--- config.mk ---
export PLATFORM = sky130hd
export DESIGN_NAME = pipe_stage_reg
export DESIGN_NICKNAME = d
export VERILOG_FILES = /design/src/rtl/cpu_pipe_pkg.sv /design/src/rtl/pipe_entry.sv /design/src/rtl/pipe_stage_reg.sv
export SDC_FILE = /design/constraint.sdc
export NUM_CORES = 1
export LEC_CHECK = 0
export ABC_CLOCK_PERIOD_IN_PS = 1800
export CAP_MARGIN = 20
export CORE_MARGIN = 10
export CORE_UTILIZATION = 45
export DETAILED_ROUTE_END_ITERATION = 8
export DONT_BUFFER_PORTS = 1
export PLACE_DENSITY_LB_ADDON = 0.1
export RECOVER_POWER = 100
export SYNTH_ARGS = -nofsm -noshare
export SYNTH_HDL_FRONTEND = slang
export SYNTH_SLANG_ARGS = --single-unit
--- constraint.sdc ---
create_clock -name clk_i -period 1.8 [get_ports clk_i]
set_clock_uncertainty 0.1 [all_clocks]
set_input_delay 0.45 -clock clk_i [delete_from_list [all_inputs] [get_ports clk_i]]
set_output_delay 0.45 -clock clk_i [all_outputs]
set_load 0.005 [all_outputs]
--- src/rtl/cpu_pipe_pkg.sv ---
// rtl/cpu_pipe_pkg.sv - shared state encoding and default widths for pipeline stage registers
package cpu_pipe_pkg;

  typedef enum logic [1:0] {
    PS_EMPTY = 2'd0,
    PS_ONE   = 2'd1,
    PS_TWO   = 2'd2
  } ps_state_e;

  localparam int DEF_DATA_W = 32;
  localparam int DEF_CTRL_W = 8;

endpackage

--- src/rtl/pipe_entry.sv ---
// rtl/pipe_entry.sv - one clocked payload register with load enable and synchronous clear
module pipe_entry
  import cpu_pipe_pkg::*;
#(
  parameter int W = DEF_DATA_W
) (
  input  logic         clk_i,
  input  logic         rst_i,
  input  logic         load,
  input  logic [W-1:0] d,
  output logic [W-1:0] q
);

  always_ff @(posedge clk_i) begin
    if (rst_i) begin
      q <= '0;
    end else if (load) begin
      q <= d;
    end
  end

endmodule

--- src/rtl/pipe_stage_reg.sv ---
// rtl/pipe_stage_reg.sv - pipeline stage register with handshake, stall, flush and optional skid entry
module pipe_stage_reg
  import cpu_pipe_pkg::*;
#(
  parameter int DATA_W = DEF_DATA_W,
  parameter int CTRL_W = DEF_CTRL_W,
  parameter int SKID   = 1
) (
  input  logic              clk_i,
  input  logic              rst_i,
  input  logic              valid_i,
  output logic              ready_o,
  input  logic [CTRL_W-1:0] ctrl_i,
  input  logic [DATA_W-1:0] data_i,
  input  logic              stall_i,
  input  logic              flush_i,
  output logic              valid_o,
  input  logic              ready_i,
  output logic [CTRL_W-1:0] ctrl_o,
  output logic [DATA_W-1:0] data_o,
  output logic [1:0]        count_o
);

  localparam int W = DATA_W + CTRL_W;

  ps_state_e      state_q;
  logic           valid_q;
  logic           skid_valid_q;
  logic           ready_q;
  logic           xfer_in;
  logic           xfer_out;
  logic           main_load;
  logic           skid_load;
  logic [W-1:0]   main_d;
  logic [W-1:0]   main_q;
  logic [W-1:0]   skid_q;

  // Skid mode hides downstream ready behind a register; single-entry mode passes it through.
  assign ready_o  = (SKID != 0) ? ready_q : (~valid_q | (ready_i & ~stall_i));
  assign xfer_in  = valid_i & ready_o;
  assign xfer_out = valid_q & ready_i & ~stall_i;

  always_comb begin
    main_load = 1'b0;
    skid_load = 1'b0;
    main_d    = {ctrl_i, data_i};
    if (!flush_i) begin
      case (state_q)
        PS_EMPTY: main_load = xfer_in;
        PS_ONE: begin
          if (xfer_in && xfer_out) begin
            main_load = 1'b1;
          end else if (xfer_in) begin
            skid_load = (SKID != 0);
          end
        end
        PS_TWO: begin
          if (xfer_out) begin
            main_load = 1'b1;
            main_d    = skid_q;
          end
        end
        default: ;
      endcase
    end
  end

  always_ff @(posedge clk_i) begin
    if (rst_i || flush_i) begin
      state_q      <= PS_EMPTY;
      valid_q      <= 1'b0;
      skid_valid_q <= 1'b0;
      ready_q      <= 1'b1;
    end else begin
      case (state_q)
        PS_EMPTY: begin
          if (xfer_in) begin
            state_q <= PS_ONE;
            valid_q <= 1'b1;
          end
        end
        PS_ONE: begin
          if (xfer_out && !xfer_in) begin
            state_q <= PS_EMPTY;
            valid_q <= 1'b0;
          end else if (xfer_in && !xfer_out) begin
            state_q      <= PS_TWO;
            skid_valid_q <= 1'b1;
            ready_q      <= 1'b0;
          end
        end
        PS_TWO: begin
          if (xfer_out) begin
            state_q      <= PS_ONE;
            skid_valid_q <= 1'b0;
            ready_q      <= 1'b1;
          end
        end
        default: begin
          state_q      <= PS_EMPTY;
          valid_q      <= 1'b0;
          skid_valid_q <= 1'b0;
          ready_q      <= 1'b1;
        end
      endcase
    end
  end

  pipe_entry #(.W(W)) u_main (
    .clk_i (clk_i),
    .rst_i (rst_i),
    .load  (main_load),
    .d     (main_d),
    .q     (main_q)
  );

  if (SKID != 0) begin : g_skid
    pipe_entry #(.W(W)) u_skid (
      .clk_i (clk_i),
      .rst_i (rst_i),
      .load  (skid_load),
      .d     ({ctrl_i, data_i}),
      .q     (skid_q)
    );
  end else begin : g_no_skid
    logic unused_skid_load;
    assign unused_skid_load = skid_load;
    assign skid_q           = '0;
  end

  assign valid_o = valid_q;
  assign data_o  = main_q[DATA_W-1:0];
  assign ctrl_o  = valid_q ? main_q[W-1:DATA_W] : '0;
  assign count_o = {1'b0, valid_q} + {1'b0, skid_valid_q};

endmodule
==> flow_metrics.env <==
export IMPL_start_kind="register"
export IMPL_totalPowerFinal_mw=3.822
export IMPL_synthCells=442
export IMPL_hold_viol_final=0
export IMPL_p_leak_nw=1.413
export IMPL_cts_tree="yes"
export IMPL_post_cts_buffers=0
export IMPL_ys_dominant_reg_cell="dfxtp_1"
export IMPL_cts_resized=0
export IMPL_synth_edf_count=0
export IMPL_swShare_pct=23.44
export IMPL_first_pass_iters=6
export IMPL_drive_gt1_share_pct=19.70
export IMPL_hold_class="primary input to register"
export IMPL_clock_latency_ps=350
export IMPL_io_pins=90
export IMPL_seqPwrFrac_pct=52.9
export IMPL_route_detailed_drc=0
export IMPL_wl_um=10060
export IMPL_die_w_um=113.9
export IMPL_p_int_mw=2.926
export IMPL_status="finished clean"
export IMPL_diodes=0
export IMPL_synthesis_nets=489
export IMPL_fin_cells=514
export IMPL_fin_area_um2=4094
export IMPL_postCtsHoldBufs=0
export IMPL_arrival_ps=1870
export IMPL_cts_root_buf="clkbuf_8"
export IMPL_end_kind="register"
export IMPL_grt_start_max_net_pins=84
export IMPL_crit_slowest_cell="dfxtp_1"
export IMPL_cp_max_fo=20
export IMPL_power_density_nw_per_um2=933.7
export IMPL_ant_nets=0
export IMPL_fin_crit_ps=1705
export IMPL_drv_cap=0
export IMPL_worstPathRequired_ps=1970
export IMPL_htree_levels=3
export IMPL_avgSynthCellArea_um2=8.974
export IMPL_via_count=2966
export IMPL_async_reset_ff_share_pct=0
export IMPL_whs_ps=75.65
export IMPL_p_switching_uw=896.1
export IMPL_crit_chain="and4bb_1, a21boi_4, or2_2, buf_12, a211oi_2"
export IMPL_ys_ff_latch=85
export IMPL_cts_num_sinks=85
export IMPL_cts_inserted_buffers=9
export IMPL_die_height_um=113.9
export IMPL_tns_ps=0
export IMPL_synth_seq_area_share_pct=42.90
export IMPL_numPortBuffers=0
export IMPL_yosys_warnings=0
export IMPL_grt_antenna_before_repair=0
export IMPL_grt_pass1_wl_um=16090
export IMPL_viasPerCell=5.770
export IMPL_dp_hpwl_um=6583
export IMPL_ir_drop_v=0.0004380
export IMPL_clkTransAtPathRegs_ps=80
export IMPL_area_growth_synth_to_final_pct=3.218
export IMPL_cts_path_max_buffers=2
export IMPL_grt_overflow_total=0
export IMPL_maxSlewViolCount=0
export IMPL_place_area_um2=3891
export IMPL_setup_violations_final=0
export IMPL_drtIter0Drc=206
export IMPL_path_class="register to register"
export IMPL_core_area_um2=8636
export IMPL_p_comb_share_pct=8.5
export IMPL_gp_congestion=0.7880
export IMPL_grt_pass1_vias=2929
export IMPL_initial_core_util_pct=45.93
export IMPL_avgRoutedWirePerCell_um=19.58
export IMPL_yosys_cell_types_count=32
export IMPL_rsz0062_at_grt="no"
export IMPL_fmax_mhz=586.5
export IMPL_grt_total_usage_pct=15.38
export IMPL_tightestPinTransition_ps=311.5
export IMPL_fp_row_count=34
export IMPL_synth_area_um2=3966
export IMPL_numPlacedInstances=499
export IMPL_cp_slowest_stage_delay_ps=440
export IMPL_worst_slew_margin_rel_pct=79.24
export IMPL_fp_dieArea_um2=12970
export IMPL_period_share_pct=94.72
export IMPL_power_frac_clock_pct=38.7
export IMPL_nets=449
[final timing paths]
check / startpoint / slack [ps] / depth (start not counted) / endpoint
max: state_q[1]$_SDFFE_PP0P_ / 90 / 5 / u_main.q[17]$_SDFFE_PP0P_
min: flush_i / 80 / 1 / skid_valid_q$_SDFFE_PP0P_
max reg2reg: state_q[1]$_SDFFE_PP0P_ / 90 / 5 / u_main.q[17]$_SDFFE_PP0P_
min reg2reg: g_skid.u_skid.q[32]$_SDFFE_PP0P_ / 350 / 2 / g_skid.u_skid.q[32]$_SDFFE_PP0P_
[state kept, by name, summed over array words and instances, names as in the netlist]
register / flops
g_skid.u_skid.q: 40
ready_o: 1
skid_valid_q: 1
state_q: 2
u_main.q: 40
valid_o: 1
[routing by layer]
metal	routed length, um	up-vias	part of all wire, %	track usage [%]
met5	0	-	0	0
met4	117	0	1.2	4.929
met2	4758	73	47	24.40
met3	877	6	8.7	6.404
met1	4310	1436	43	18.48
li1	-	1451	-	-
[power by group through the flow]
stage / Sequential, mW / Combinational, mW / Clock [mW]
after CTS: 2.03 / 0.330 / 1.51
final: 2.02 / 0.323 / 1.48
after global placement: 2.07 / 0.324 / 0
after detailed placement: 2.07 / 0.329 / 0
after global routing: 2.03 / 0.365 / 1.59
after floorplan: 2.04 / 0.386 / 0
[layout by cell type, fill, tap and decap left out, drive strengths merged, types with 2 or more instances in the layout]
cell type / n
dfxtp: 85
nand2: 83
a21oi: 43
nor3: 42
a22oi: 40
a211oi: 40
buf: 22
clkbuf: 14
and2: 10
nand3: 3
nand3b: 2
nor2: 2
o21ai: 2
bufinv: 2
a21boi: 2
[stage by stage]
step / setup WS (ps) / utilization [%]
6_report: 94.97 / 47.41
5_1_grt: 1.740 / 47.41
4_1_cts: 79.49 / 47.54
3_5_place_dp: 75.07 / 45.06
3_3_place_gp: 97.66 / 45.06
2_1_floorplan: 4.949 / -
[worst max-delay path: cells and delay by family (launching register included)]
family	cells	cell delay, ps
and+or+nand+nor	2	560
buffers and inverters	1	190
DFF	1	440
AOI/OAI and AO/OA	2	330
[Yosys cell counts (3+ instances only)]
master,number,area (um2)
a211oi_2,40,500.5
a21oi_1,43,215.2
a22oi_1,40,300.3
and2_1,9,56.30
buf_1,4,15.01
buf_12,4,80.08
buf_2,7,35.03
buf_4,32,240.2
buf_6,3,33.78
clkbuf_1,26,97.59
dfxtp_1,85,1702
nand2_1,83,311.6
nand3_1,3,15.01
nor3_1,42,210.2
[kinds of logic (layout without fill, tap and decap cells)]
family,after synthesis,in the layout,share of synthesized area (%)
buffers and inverters,76,40,12.65
adders and majority gates,1,1,0.3154
DFF,85,85,42.90
AOI/OAI and AO/OA,131,131,27.03
and+or+nand+nor,149,149,17.10
[layout make-up]
cell class,instances,area (um2)
fillers,862,4542
well taps,108,135.1
repair buffers,25,264.0
flip-flops and latches,85,1702
clock inverters,4,72.57
clock buffers,11,141.4
multi-input cells,281,1779
(Power assumes the default switching activity.)
